<file path="src/rtl/eth_fcs_pkg.sv">
// Shared CRC-32 constants, state type and small lane helpers for the Ethernet FCS inserter.
package eth_fcs_pkg;

   localparam logic [31:0] CRC32_POLY          = 32'hEDB88320;
   localparam logic [31:0] CRC32_INIT          = 32'hFFFFFFFF;
   localparam logic [31:0] CRC32_XOROUT        = 32'hFFFFFFFF;
   localparam int          MIN_FRAME_BYTES_DEF = 60;

   typedef enum logic [1:0] {
      S_DATA = 2'd0,
      S_PAD  = 2'd1,
      S_FCS  = 2'd2
   } state_t;

   // Contiguous-from-LSB keep for n bytes, n in 0..8.
   function automatic logic [7:0] keep_mask(input logic [3:0] n);
      logic [7:0] m;
      m = 8'hFF >> (4'd8 - n);
      return m;
   endfunction

   function automatic logic [3:0] lead_ones(input logic [7:0] k);
      logic [3:0] n;
      logic       run;
      n   = '0;
      run = 1'b1;
      for (int i = 0; i < 8; i++) begin
         run = run & k[i];
         if (run) n = n + 4'd1;
      end
      return n;
   endfunction

endpackage

</file>
<file path="src/rtl/crc32_d64.sv">
// Combinational reflected CRC-32 update over the first i_nbytes (1..8) lanes of a 64-bit word.
module crc32_d64
   import eth_fcs_pkg::*;
(
   input  logic [31:0] i_crc,
   input  logic [63:0] i_data,
   input  logic [3:0]  i_nbytes,
   output logic [31:0] o_crc
);

   logic [31:0] w_c;

   always_comb begin
      w_c = i_crc;
      for (int b = 0; b < 8; b++) begin
         if (4'(b) < i_nbytes) begin
            w_c = w_c ^ {24'h0, i_data[8*b +: 8]};
            for (int k = 0; k < 8; k++)
               w_c = w_c[0] ? ((w_c >> 1) ^ CRC32_POLY) : (w_c >> 1);
         end
      end
      o_crc = w_c;
   end

endmodule

</file>
<file path="src/rtl/eth_fcs_inserter.sv">
// Appends the Ethernet FCS to 64-bit AXI-Stream frames through one registered output stage.
// Build option ETH_FCS_MIN_PAD_EN: zero-pad frames shorter than MIN_FRAME_BYTES before the FCS.
module eth_fcs_inserter
   import eth_fcs_pkg::*;
#(
   parameter int DATA_WIDTH      = 64,
   parameter int MIN_FRAME_BYTES = MIN_FRAME_BYTES_DEF
) (
   input  logic                    clk,
   input  logic                    rstn,
   input  logic [DATA_WIDTH-1:0]   s_axis_tdata,
   input  logic [DATA_WIDTH/8-1:0] s_axis_tkeep,
   input  logic                    s_axis_tvalid,
   output logic                    s_axis_tready,
   input  logic                    s_axis_tlast,
   output logic [DATA_WIDTH-1:0]   m_axis_tdata,
   output logic [DATA_WIDTH/8-1:0] m_axis_tkeep,
   output logic                    m_axis_tvalid,
   input  logic                    m_axis_tready,
   output logic                    m_axis_tlast,
   output logic [31:0]             frame_count,
   output logic                    err_tkeep
);

   state_t      r_state, w_state_nxt;
   logic [63:0] r_tdata;
   logic [7:0]  r_tkeep;
   logic        r_tlast, r_tvalid, r_err;
   logic [31:0] r_crc, r_fcs_hi, r_frame_count;
   logic [15:0] r_bcnt;
   logic [2:0]  r_fcs_n;

   logic        w_load, w_acc, w_ld, w_fin, w_err, w_olast;
   logic [3:0]  w_nb, w_n;
   logic [63:0] w_din, w_obeat;
   logic [7:0]  w_okeep;
   logic [31:0] w_crc_next, w_fcs;
   logic [95:0] w_ext;

   function automatic logic [15:0] sat_add(input logic [15:0] a, input logic [3:0] b);
      logic [16:0] s;
      s = {1'b0, a} + {13'h0, b};
      return s[16] ? 16'hFFFF : s[15:0];
   endfunction

   function automatic logic [63:0] mask_bytes(input logic [63:0] d, input logic [3:0] n);
      logic [63:0] m;
      for (int i = 0; i < 8; i++) m[8*i +: 8] = (4'(i) < n) ? d[8*i +: 8] : 8'h00;
      return m;
   endfunction

   assign w_load        = !r_tvalid || m_axis_tready;
   assign s_axis_tready = rstn && (r_state == S_DATA) && w_load;
   assign w_acc         = s_axis_tvalid && s_axis_tready;
   assign w_nb          = (lead_ones(s_axis_tkeep) == 4'd0) ? 4'd1 : lead_ones(s_axis_tkeep);
   assign w_err         = s_axis_tlast ? (s_axis_tkeep != keep_mask(w_nb)) : (s_axis_tkeep != 8'hFF);

   crc32_d64 u_crc (
      .i_crc    (r_crc),
      .i_data   (w_din),
      .i_nbytes (w_n),
      .o_crc    (w_crc_next)
   );

   // FCS bytes land right after the last payload byte; anything past lane 7 spills into w_ext[95:64].
   assign w_fcs = w_crc_next ^ CRC32_XOROUT;
   assign w_ext = {32'h0, w_din} | ({64'h0, w_fcs} << {w_n, 3'b000});

`ifdef ETH_FCS_MIN_PAD_EN
   logic [16:0] w_rem;
   assign w_rem = 17'(MIN_FRAME_BYTES) - {1'b0, r_bcnt};
`endif

   always_comb begin
      w_state_nxt = r_state;
      w_ld        = 1'b0;
      w_fin       = 1'b0;
      w_n         = 4'd8;
      w_din       = s_axis_tdata;
      w_obeat     = '0;
      w_okeep     = '0;
      w_olast     = 1'b0;
      case (r_state)
         S_DATA: begin
            w_ld = w_acc;
            if (s_axis_tlast) begin
               w_n   = w_nb;
               w_fin = 1'b1;
               w_din = mask_bytes(s_axis_tdata, w_nb);
`ifdef ETH_FCS_MIN_PAD_EN
               if (({1'b0, r_bcnt} + {13'h0, w_nb}) < 17'(MIN_FRAME_BYTES)) begin
                  if (w_rem > 17'd8) begin
                     w_n   = 4'd8;
                     w_fin = 1'b0;
                  end else begin
                     w_n = w_rem[3:0];
                  end
               end
`endif
            end
         end
`ifdef ETH_FCS_MIN_PAD_EN
         S_PAD: begin
            w_ld  = w_load;
            w_din = '0;
            if (w_rem > 17'd8) begin
               w_n = 4'd8;
            end else begin
               w_n   = w_rem[3:0];
               w_fin = 1'b1;
            end
         end
`endif
         S_FCS: begin
            w_ld    = w_load;
            w_din   = '0;
            w_obeat = {32'h0, r_fcs_hi};
            w_okeep = keep_mask({1'b0, r_fcs_n});
            w_olast = 1'b1;
         end
         default: w_state_nxt = S_DATA;
      endcase

      if (r_state != S_FCS) begin
         if (w_fin) begin
            w_obeat = w_ext[63:0];
            w_okeep = (w_n >= 4'd4) ? 8'hFF : keep_mask(w_n + 4'd4);
            w_olast = (w_n <= 4'd4);
         end else begin
            w_obeat = w_din;
            w_okeep = 8'hFF;
            w_olast = 1'b0;
         end
      end

      if (w_ld) begin
         if (w_olast)
            w_state_nxt = S_DATA;
         else if (w_fin)
            w_state_nxt = S_FCS;
`ifdef ETH_FCS_MIN_PAD_EN
         else if (r_state == S_DATA && s_axis_tlast)
            w_state_nxt = S_PAD;
`endif
      end
   end

   always_ff @(posedge clk) begin
      if (!rstn) begin
         r_state       <= S_DATA;
         r_crc         <= CRC32_INIT;
         r_bcnt        <= '0;
         r_tvalid      <= 1'b0;
         r_tdata       <= '0;
         r_tkeep       <= '0;
         r_tlast       <= 1'b0;
         r_fcs_hi      <= '0;
         r_fcs_n       <= '0;
         r_frame_count <= '0;
         r_err         <= 1'b0;
      end else begin
         r_state <= w_state_nxt;
         if (w_load) begin
            r_tvalid <= w_ld;
            if (w_ld) begin
               r_tdata <= w_obeat;
               r_tkeep <= w_okeep;
               r_tlast <= w_olast;
            end
         end
         // CRC and byte count restart as soon as the FCS has been computed.
         if (w_ld) begin
            if (w_fin || w_olast) begin
               r_crc  <= CRC32_INIT;
               r_bcnt <= '0;
            end else begin
               r_crc  <= w_crc_next;
               r_bcnt <= sat_add(r_bcnt, w_n);
            end
         end
         if (w_ld && w_fin) begin
            r_fcs_hi <= w_ext[95:64];
            r_fcs_n  <= 3'(w_n - 4'd4);
         end
         if (r_tvalid && m_axis_tready && r_tlast)
            r_frame_count <= r_frame_count + 32'd1;
         if (w_acc && w_err)
            r_err <= 1'b1;
      end
   end

   assign m_axis_tdata  = r_tdata;
   assign m_axis_tkeep  = r_tkeep;
   assign m_axis_tvalid = r_tvalid;
   assign m_axis_tlast  = r_tlast;
   assign frame_count   = r_frame_count;
   assign err_tkeep     = r_err;

endmodule

</file>
<file path="config.mk">
export PLATFORM = sky130hd
export DESIGN_NAME = eth_fcs_inserter
export DESIGN_NICKNAME = d
export VERILOG_FILES = /design/src/rtl/eth_fcs_pkg.sv /design/src/rtl/crc32_d64.sv /design/src/rtl/eth_fcs_inserter.sv
export SDC_FILE = /design/constraint.sdc
export NUM_CORES = 1
export LEC_CHECK = 0
export BUFFER_PORTS_ARGS = -buffer_cell sky130_fd_sc_hd__clkbuf_2
export CAP_MARGIN = 20
export CELL_PAD_IN_SITES_DETAIL_PLACEMENT = 0
export CELL_PAD_IN_SITES_GLOBAL_PLACEMENT = 1
export CORE_MARGIN = 1.5
export CORE_UTILIZATION = 48
export CTS_BUF_LIST = sky130_fd_sc_hd__clkbuf_8
export DETAILED_ROUTE_END_ITERATION = 8
export GPL_ROUTABILITY_DRIVEN = 0
export HOLD_SLACK_MARGIN = 0.06
export PLACE_DENSITY_LB_ADDON = 0.25
export SYNTH_ARGS = -nofsm -noshare
export SYNTH_HDL_FRONTEND = slang
export SYNTH_SLANG_ARGS = --single-unit
</file>
<file path="constraint.sdc">
create_clock -name clk -period 19.5 [get_ports clk]
set_input_delay 2.925 -clock clk [delete_from_list [all_inputs] [get_ports clk]]
set_output_delay 2.925 -clock clk [all_outputs]
set_load 0.05 [all_outputs]
</file>
==> Word-level counts from Yosys, hierarchy flattened <==
Cells that the tools add are included.
{ "word_totals": {"regBits": 176, "in_bits": 77, "output_inout_bits": 108, "word_cells": 256} }
{ "op_classes": {"n_addsub": 13, "n_lt_le_gt_ge": 18, "eq_ne": 4, "shifts": 4, "n_mux": 112, "n_bitwise": 81, "n_reduce_logical": 14} }
{ "ops": {"columns": ["operator", "count"], "rows": [
  ["2-to-1 mux 32 bit", 74],
  ["inverter 13 -> 14 bit", 64],
  ["bitwise XOR 32 x 8 -> 32 bit", 8],
  ["2-to-1 mux 64 bit", 3],
  ["case mux 64 bit (2 select lines)", 1],
  ["2-to-1 mux 8 bit", 12],
  ["OR 64 x 96 -> 96 bit", 1],
  ["<< shifter 32 x 7 -> 96 bit", 1],
  ["2-to-1 mux 4 bit", 10],
  ["adder 32 x 1 -> 32 bit, second input constant", 1],
  ["< comparator 3 x 4 -> 1 bit, first input constant", 8],
  ["inverter 32 bit", 1],
  ["adder 4 x 1 -> 4 bit, second input constant", 7],
  [">> shifter 8 x 4 -> 8 bit, first input constant", 3],
  ["< comparator 1 x 4 -> 1 bit, first input constant", 4],
  ["< comparator 2 x 4 -> 1 bit, first input constant", 4],
  ["2-to-1 mux 2 bit", 4],
  ["!= test 8 bit", 1],
  ["!= test 8 bit, second input constant", 1],
  ["subtractor 4 bit, first input constant", 2],
  ["bitwise AND 1 bit", 7],
  ["logical AND 1 bit", 7],
  ["2-to-1 mux 1 bit", 7],
  ["adder 4 x 3 -> 4 bit, second input constant", 1],
  ["other kinds (13)", 14]
]} }

==> Depth between registers and ports, before layout <==
Gate-level depths: netlist of run 1.
{ "depth": {"word_depth": 170, "ltp_mapped": 58, "depth_no_buf": 50} }

==> Modules after synthesis <==
From an unflattened synthesis of run 1, not the netlist that was laid out.
{ "hier_totals": {"cells_unflattened": 2671, "hier_area_um2": 21954.8} }
{ "by_module_without_submodules": {"columns": ["module", "instances", "cells_each", "area_each_um2", "seq_area_each_um2"], "rows": [
  ["crc32_d64", 1, 1480, 12380.6, 0.0],
  ["eth_fcs_inserter", 1, 1191, 9574.2, 3523.4]
]} }

==> Least setup slack after synthesis of run 1 <==
Ideal clock, no wire load.
{ "synth_timing": {"kind": "in2reg", "start": "input port s_axis_tkeep[2]", "end": "register r_tdata[29], in the netlist m_axis_tdata[29]", "setup_time_ps": 91, "t_arrival_ps": 16141, "required_ps": 19409, "path_slack_ps": 3269, "stages": 56, "path_buffers": 7, "path_cell_list": "inv_1 > a21boi_0 > ha_1 > and2_1 > o21ai_0 > inv_1 > ha_1 > a21oi_1 > mux2i_1 > ha_1 > nand3_1 > mux2i_1 > mux2_2 > buf_2 > a21oi_1 > inv_1 > nand2_1 > nand2_1 > (+20 left out) > o21ai_2 > xnor2_2 > or3_1 > nand4_4 > xnor3_1 > xor2_1 > o21ai_1 > xnor2_1 > xnor3_1 > xnor3_1 > a21o_1 > buf_4 > xnor2_1 > xnor3_1 > mux4_2 > mux2i_1 > nand2_1 > a311oi_1"} }
{ "synth_via": {"elab_chain_cells": 129, "elab_cells_between_ends": 196, "classes_between": "5 x add/sub; 16 x order compare; 1 x shift; 93 x mux; 80 x bitwise; 1 x reduce/logical"} }
{ "synth_lines": {"columns": ["element", "line", "text"], "rows": [
  ["from (decl)", "eth_fcs_inserter.sv:12", "input logic [DATA_WIDTH/8-1:0] s_axis_tkeep,"],
  ["bitwise AND 1 bit *", "eth_fcs_pkg.sv:28", "run = run & k[i];"],
  ["2-to-1 mux 4 bit", "eth_fcs_pkg.sv:29", "if (run) n = n + 4'd1;"],
  ["adder 4 x 1 -> 4 bit", "eth_fcs_pkg.sv:29", null],
  ["2-to-1 mux 4 bit", "eth_fcs_pkg.sv:29", null],
  ["adder 4 x 1 -> 4 bit", "eth_fcs_pkg.sv:29", null],
  ["2-to-1 mux 4 bit", "eth_fcs_pkg.sv:29", null],
  ["adder 4 x 1 -> 4 bit", "eth_fcs_pkg.sv:29", null],
  ["2-to-1 mux 4 bit", "eth_fcs_pkg.sv:29", null],
  ["(+113 left out)", null, null],
  ["inverter 13 -> 14 bit (no source line)", null, null],
  ["2-to-1 mux 32 bit", "crc32_d64.sv:19", "w_c = w_c[0] ? ((w_c >> 1) ^ CRC32_POLY) : (w_c >> 1);"],
  ["2-to-1 mux 32 bit", "crc32_d64.sv:16", "if (4'(b) < i_nbytes) begin"],
  ["inverter 32 bit (no source line)", null, null],
  ["<< shifter 32 x 7 -> 96 bit", "eth_fcs_inserter.sv:67", "assign w_ext = {32'h0, w_din} | ({64'h0, w_fcs} << {w_n, 3'b000});"],
  ["OR 64 x 96 -> 96 bit", "eth_fcs_inserter.sv:67", null],
  ["2-to-1 mux 64 bit *", "eth_fcs_inserter.sv:125", "if (w_fin) begin"],
  ["2-to-1 mux 64 bit *", "eth_fcs_inserter.sv:124", "if (r_state != S_FCS) begin"],
  ["to (signal assigned)", "eth_fcs_inserter.sv:166", "r_tdata <= w_obeat;"],
  ["to (decl)", "eth_fcs_inserter.sv:26", "logic [63:0] r_tdata;"]
]} }
Mark *: on every way between the ends. The rest lies on a longest branch, timed or not.
A chain may end at the register's enable or synchronous reset.

==> Worst setup path after layout of run 1 <==
{ "layout_timing": {"start": "input port s_axis_tkeep[2]", "end": "register r_tdata[56], in the netlist m_axis_tdata[56]"} }
{ "layout_via": {"elab_chain_cells": 129, "elab_cells_between_ends": 196, "classes_between": "5 x add/sub; 16 x order compare; 1 x shift; 93 x mux; 80 x bitwise; 1 x reduce/logical"} }
{ "layout_lines": {"columns": ["element", "line"], "rows": [
  ["bitwise AND 1 bit *", "eth_fcs_pkg.sv:28"],
  ["2-to-1 mux 4 bit", "eth_fcs_pkg.sv:29"],
  ["adder 4 x 1 -> 4 bit", "eth_fcs_pkg.sv:29"],
  ["2-to-1 mux 4 bit", "eth_fcs_pkg.sv:29"],
  ["adder 4 x 1 -> 4 bit", "eth_fcs_pkg.sv:29"],
  ["2-to-1 mux 4 bit", "eth_fcs_pkg.sv:29"],
  ["adder 4 x 1 -> 4 bit", "eth_fcs_pkg.sv:29"],
  ["2-to-1 mux 4 bit", "eth_fcs_pkg.sv:29"],
  ["(+108 left out)", null],
  ["inverter 13 -> 14 bit (no source line)", null],
  ["2-to-1 mux 32 bit (6 in series)", "crc32_d64.sv:19"],
  ["2-to-1 mux 32 bit", "crc32_d64.sv:16"],
  ["inverter 32 bit (no source line)", null],
  ["<< shifter 32 x 7 -> 96 bit", "eth_fcs_inserter.sv:67"],
  ["OR 64 x 96 -> 96 bit", "eth_fcs_inserter.sv:67"],
  ["2-to-1 mux 64 bit *", "eth_fcs_inserter.sv:125"],
  ["2-to-1 mux 64 bit *", "eth_fcs_inserter.sv:124"]
]} }
Marks and branches as above.

==> implementation parameters, run 1 <==
Parameter                              Value

Floorplan
  Starting utilization of the core area    0.485
  Ports    185
  Die height    217 microns
  X dimension of the die    217 microns
  Die footprint    47100 sq um
  Number of placement rows    78
  Area of the core    45300 sq um

Worst hold path
  Worst hold path stage count    2
  Startpoint of the lowest-slack hold path    m_axis_tdata[62]
  Hold-critical path endpoint    m_axis_tdata[62]
  Type of the worst min-delay path    reg2reg

Logic synthesis
  Dominant register cell in the synthesized netlist    dfxtp_1
  Syn nets    2811
  Largest cells by area after synthesis    dfxtp_1 (16%), xnor2_1 (14%), xnor3_1 (7.5%), xor2_1 (7.2%), nand2_1 (5.7%)
  Total standard cell area after synthesis    22000 sq um
  Post-synthesis async set-or-reset flop share    0
  Area fraction of the dominant cell type after synthesis    0.160
  Average cell area after synthesis    8.09 sq um
  Warnings, synthesis    0
  Count of distinct cell types in the synthesized netlist    123
  Portion of the post-synthesis area used by sequential elements    0.160
  #FFs+latches synth    176
  Count of mapped cells out of synthesis    2716
  Number of synthesized flops with an enable pin    0
  Dominant cell type by area after synthesis    dfxtp_1

Worst setup path
  Reg2reg start    r_state[1]
  CP required    19.98 ns
  Maximum fanout encountered on the critical timing path    14
  Cell with the biggest individual delay on the critical path    xnor2_1
  CP dominant cell by count    xnor3_1
  CP Launch Type    input pin
  WP data arrival    18.72 ns
  Capturing point of the worst reg2reg path    m_axis_tdata[25]
  Setup slack on the worst flop-to-flop path    5.91 ns
  Length in cells of the worst reg-to-reg path    35
  Critical path capture point type    flop
  Critical path class    in2reg
  Worst path max stage delay    0.73 ns

Detailed routing
  Detailed-route wire length    92800 microns
  Vias    22.2k
  Remaining antenna violation count after routing    0
  Remaining DRCs    0
  Starting DRC count in detailed routing    3336
  Via density    6.51
  Wirelength per Cell    27.2 microns
  Number of iterations in the first detailed-routing pass    7

Clocking
  Root Buffer Master    clkbuf_8
  CTS tree    built
  Quantity of hold-fixing buffers added after cts    0
  Clock latency of the later-clocked register in the worst-skew pair    0.52 ns
  Clock net sink count    176
  Buffer count from post-CTS setup fixing    0
  Post-cts repair resize count    0
  Maximum level of the CTS H-tree    4
  Number of CTS-inserted buffers    17
  CTS Buffer Depth    2
  CTS clk-pin slew, worst paths    0.11 ns

Global routing
  Largest net degree at the start of global routing    70
  Overall global routing resource usage    0.384
  Overflow left after global routing    0
  Vias in the first global route    20.8k
  Wire length of the first global-routing pass    135000 microns
  Antenna violations before repair    1

STA
  Worst slew margin relative to its limit    0.219
  Top achievable clock speed    0.0548 GHz
  Final critical path time including I/O delays and setup    18.25 ns
  Largest clock skew in the final design    0.0192 ns
  Pins over their slew limit    0
  Final setup viols    0
  Hold Vio Cnt, Final    0
  Total negative slack    0 ns
  Worst-margin pin slew    1.16 ns
  RSZ-0062 raised after global routing    no
  Tcrit/Tclk final    0.936

Finish
  Most frequent standard cell in the layout excluding fill and tap cells    xnor2_1
  Net total in the final layout    2892
  # diodes    0
  Commonest cells after routing, fill and taps aside    xnor2_1 (344), nand2_1 (333), nor2_1 (242)
  Area growth from synthesis to layout    8.34%
  Fraction of final layout cells with drive strength greater than 1    0.144
  Fill cell instance count of the final layout    4413

Placement
  Port Buffers    184
  Estimated wirelength of the detail-placed design    72600 microns

Status
  Outcome    completed

Run
  MaxCap Viol Count    0
==> stage by stage <==
step           instances  setup WS, ns  hold WS [ns]  utilization  cell area (sq um)
6_report            3410          1.25         0.456        0.526              23800
5_1_grt             3410         0.565         0.482        0.526              23800
4_1_cts             3407          1.67         0.456        0.525              23800
3_5_place_dp        3375          1.14         0.442        0.516              23400
3_3_place_gp        3375          1.42         0.440        0.516              23400
2_1_floorplan       2716          3.27         0.436            -              22000
==> flip-flops by register name (all words and copies together), names as in the netlist <==
name and cells:
m_axis_tdata 64, frame_count 32, r_crc 32, r_fcs_hi 32, m_axis_tkeep 8, r_fcs_n 3
r_state 2, err_tkeep 1, m_axis_tlast 1, m_axis_tvalid 1
==> critical path, delay by kind of cell <==
family | cells | cell delay [ns]
xor gates and xnor gates | 15 | 5.69
and+or+nand+nor | 6 | 1.55
buffers and inverters | 5 | 0.59
muxes | 6 | 2.21
adders and majority gates | 4 | 1.22
AOI/OAI and AO/OA | 13 | 4.48
==> kinds of logic after synthesis <==
kind of cell	Yosys count	share of synthesized area
multiplexers	143	0.0705
XOR/XNOR	645	0.330
AO/OA/AOI/OAI	678	0.215
AND/OR/NAND/NOR	846	0.175
flip-flops	176	0.160
other	1	0.000171
buffers and inverters	209	0.0387
adder cells (fa/ha/maj)	18	0.0102
==> cell usage after synthesis (10+ instances only) <==
library cell / count
a31oi_1: 12
buf_1: 18
a21boi_0: 10
mux2_2: 21
o21ai_1: 11
nor2_1: 248
o22ai_1: 24
a211o_1: 17
ha_1: 18
buf_2: 14
nand2_1: 336
xnor3_1: 73
o21ai_0: 140
clkbuf_1: 131
dfxtp_1: 176
xnor2_2: 14
inv_1: 32
a21oi_1: 159
and3_1: 21
nand3_1: 63
a311oi_1: 13
xor3_1: 14
or3_1: 21
nand4_1: 15
a21o_1: 19
a221oi_1: 20
and2_1: 29
o211a_1: 10
o211ai_1: 44
a222oi_1: 13
nand2b_1: 15
o21a_1: 21
mux2i_1: 111
xor2_1: 181
nor3_1: 34
xnor2_1: 344
a211oi_1: 48
a22oi_1: 14
==> worst max path at each step <==
stage | to | slack [ns] | from
after floorplan | m_axis_tdata[29] | 3.27 | s_axis_tkeep[2]
after global placement | m_axis_tdata[56] | 1.42 | s_axis_tkeep[2]
after detailed placement | r_fcs_hi[24] | 1.14 | s_axis_tkeep[2]
after CTS | m_axis_tdata[56] | 1.67 | s_axis_tkeep[2]
after global routing | r_fcs_hi[24] | 0.56 | s_axis_tkeep[2]
final | m_axis_tdata[56] | 1.25 | s_axis_tkeep[2]
==> routing by layer <==
metal	up-vias	routed length, microns	GRT usage
met5	-	0	0
met4	0	5620	0.207
met3	314	10000	0.0728
met2	1474	40400	0.591
met1	10600	36800	0.509
li1	9759	-	-
==> final cells by class <==
class / count / area, sq um / share of cell area
Multi-Input combinational cell: 2331 / 17700 / 0.743
Tap cell: 600 / 751 / 0.0315
Clock buffer: 18 / 248 / 0.0104
Sequential cell: 176 / 3520 / 0.148
Clock inverter: 14 / 161 / 0.00678
Inverter: 36 / 136 / 0.00573
Timing Repair Buffer: 235 / 1310 / 0.0551
Power of run 1 is left out: the tool's default activity adds up to more than one toggle a clock period on the data nets, which glitch-free logic cannot reach.
==> inputs of run 2 (changes only) <==
--- a/config.mk
+++ b/config.mk
@@ -14,8 +14,9 @@
 export CTS_BUF_LIST = sky130_fd_sc_hd__clkbuf_8
 export DETAILED_ROUTE_END_ITERATION = 8
 export GPL_ROUTABILITY_DRIVEN = 0
-export HOLD_SLACK_MARGIN = 0.06
+export HOLD_SLACK_MARGIN = 0.12
 export PLACE_DENSITY_LB_ADDON = 0.25
+export SKIP_CTS_REPAIR_TIMING = 1
 export SYNTH_ARGS = -nofsm -noshare
 export SYNTH_HDL_FRONTEND = slang
 export SYNTH_SLANG_ARGS = --single-unit
==> constraint.sdc (replaced) <==
create_clock -name clk -period 19.5 [get_ports clk]
set_input_delay 1.95 -clock clk [delete_from_list [all_inputs] [get_ports clk]]
set_output_delay 1.95 -clock clk [all_outputs]
set_load 0.05 [all_outputs]
==> run 2 against run 1 <==
Against the previous run:
- critical path depth is 3 higher
- final cell count decreased by 0.18%
- critical path type unchanged
- critical endpoint is now r_fcs_hi[23]
- highest routed layer is now met5
- first-iteration DRC count is 3.9% lower
==> implementation parameters, run 2 (same netlist as run 1, synthesis figures left out) <==
Parameter                              Value

Status
  Outcome    completed

Floorplan
  Ports    185 (unchanged)
  Starting utilization of the core area    0.485 (unchanged)
  Die footprint    47100 sq um (unchanged)
  Die height    217 microns (unchanged)
  Area of the core    45300 sq um (unchanged)
  Number of placement rows    78 (unchanged)
  X dimension of the die    217 microns (unchanged)

Finish
  Area growth from synthesis to layout    7.82%
  Commonest cells after routing, fill and taps aside    xnor2_1 (344), nand2_1 (333), nor2_1 (242)
  Fraction of final layout cells with drive strength greater than 1    0.141 (-0.00311)
  Number of flip-flops in the largest register    64 (unchanged)
  Design Area, Final    23700 sq um (-0.48%)
  Most frequent standard cell in the layout excluding fill and tap cells    xnor2_1
  Net total in the final layout    2883 (-0.31%)
  Share of the core filled with cells    0.523 (-0.00254)

Worst hold path
  Startpoint of the lowest-slack hold path    m_axis_tkeep[1]
  Worst hold path stage count    2 (unchanged)
  Hold-critical path endpoint    m_axis_tkeep[1]
  Type of the worst min-delay path    reg2reg

Placement
  Port Buffers    184 (unchanged)
  Placement-stage cell area    23300 sq um (-0.19%)
  Setup Slack @ Placement    1.50 ns (+0.354 ns)
  Estimated wirelength of the detail-placed design    72500 microns (-0.21%)

Global routing
  Busiest layer in global routing    met2
  Wire length of the first global-routing pass    135000 microns (-0.56%)
  Antenna violations before repair    4 (+3)
  Overflow left after global routing    0 (unchanged)
  Largest net degree at the start of global routing    70 (unchanged)
  Met3 capacity usage during global routing    0.107 (+0.0344)
  Vias in the first global route    20.6k (-0.84%)
  Overall global routing resource usage    0.383 (-0.00128)
  Met1 track utilization from global routing    0.498 (-0.0105)
  Met2 capacity usage during global routing    0.569 (-0.0222)

Clocking
  Maximum level of the CTS H-tree    4 (unchanged)
  Root Buffer Master    clkbuf_8
  Number of CTS-inserted buffers    17 (unchanged)
  CTS Buffer Depth    2 (unchanged)
  Clock net sink count    176 (unchanged)
  Clock latency of the later-clocked register in the worst-skew pair    0.52 ns (about the same)
  CTS tree    built
  CTS clk-pin slew, worst paths    0.09 ns (-0.02 ns)

Worst setup path
  WP data arrival    18.55 ns (-0.17 ns)
  Launching instance or port of the critical path    s_axis_tkeep[2]
  Setup slack on the worst flop-to-flop path    5.20 ns (-0.71 ns)
  CP Launch Type    input pin
  Length in cells of the worst reg-to-reg path    37 (+5.7%)
  Cell with the biggest individual delay on the critical path    a221oi_1
  Capturing point of the worst reg2reg path    r_fcs_hi[23]
  CP required    19.90 ns (-0.08 ns)
  Maximum fanout encountered on the critical timing path    33 (+19)
  Critical path class    in2reg
  Reg2reg start    r_state[1]
  Worst path max stage delay    0.95 ns (+0.22 ns)
  Critical path capture point type    flop

STA
  Top achievable clock speed    0.0551 GHz (+0.54%)
  Total negative slack    0 ns (unchanged)
  Worst slew margin relative to its limit    0.124 (-0.0949)
  Final setup viols    0 (unchanged)
  Tcrit/Tclk final    0.931 (-0.00499)
  Pins over their slew limit    0 (unchanged)
  Hold Vio Cnt, Final    0 (unchanged)
  RSZ-0062 raised after global routing    no
  Worst-margin pin slew    1.30 ns (+0.141 ns)
  Largest clock skew in the final design    0.0238 ns (+0.00459 ns)
  Final critical path time including I/O delays and setup    18.15 ns (-0.0974 ns)
  Least setup slack across all paths after layout    1.35 ns (+0.0974 ns)

Detailed routing
  Number of iterations in the first detailed-routing pass    8 (+1)
  Detailed-route wire length    92800 microns (about the same)
  Remaining DRCs    0 (unchanged)
  Wirelength per Cell    27.3 microns (+0.13%)
  Starting DRC count in detailed routing    3206 (-3.9%)
  Vias    22.1k (-0.35%)
  Remaining antenna violation count after routing    0 (unchanged)
  Via density    6.50 (-0.18%)

Run
  MaxCap Viol Count    0 (unchanged)
run 2: cell count changes in the layout (fill, tap and decap cells not counted), moves of 2 or more:
cell / before / now
clkinv_4: 4 / 1
clkinv_2: 1 / 4
buf_4: 49 / 42
diode_2: 0 / 3
clkinvlp_4: 0 / 2
run 2: how the worst max path moves through the flow:
| stage | cells past startpoint | endpoint |
|---|---|---|
| 6_report | 52 | r_fcs_hi[23] |
| 5_1_grt | 52 | r_fcs_hi[23] |
| 4_1_cts | 52 | m_axis_tdata[22] |
| 3_5_place_dp | 52 | r_fcs_hi[23] |
| 3_3_place_gp | 52 | m_axis_tdata[22] |
| 2_1_floorplan | 56 | m_axis_tdata[29] |
run 2: area by class of cell:
type / instances / area [sq um]
antenna: 3 / 7.51
clock inverter: 15 / 128
inverter: 36 / 136
sequential: 176 / 3520
multi-input combinational: 2331 / 17700
tap: 600 / 751
timing repair buffer: 226 / 1240
fill: 4430 / 21600
clock buffer: 17 / 234
run 2: per-layer routing:
metal  wire (microns)  share of wire  vias up
met5               12        0.00013        -
met4             6050          0.065        2
met3            10800           0.12      351
met2            39200           0.42     1415
met1            36800           0.40    10600
li1                 -              -     9770
run 2: per-stage QoR:
step           hold slack (ns)  instances
6_report                 0.462       3404
5_1_grt                  0.478       3401
4_1_cts                  0.462       3401
3_5_place_dp             0.445       3369
3_3_place_gp             0.444       3368
2_1_floorplan            0.436       2716
run 2: worst max-delay path, delay by kind of cell:
| kind | cells | cell delay [ns] |
|---|---|---|
| fa+ha+maj | 4 | 1.11 |
| simple gates | 10 | 2.52 |
| xor+xnor | 12 | 4.72 |
| buf+inv | 6 | 0.91 |
| mux | 5 | 1.73 |
| compound gates | 15 | 5.55 |
Power of run 2 is left out for the same reason.
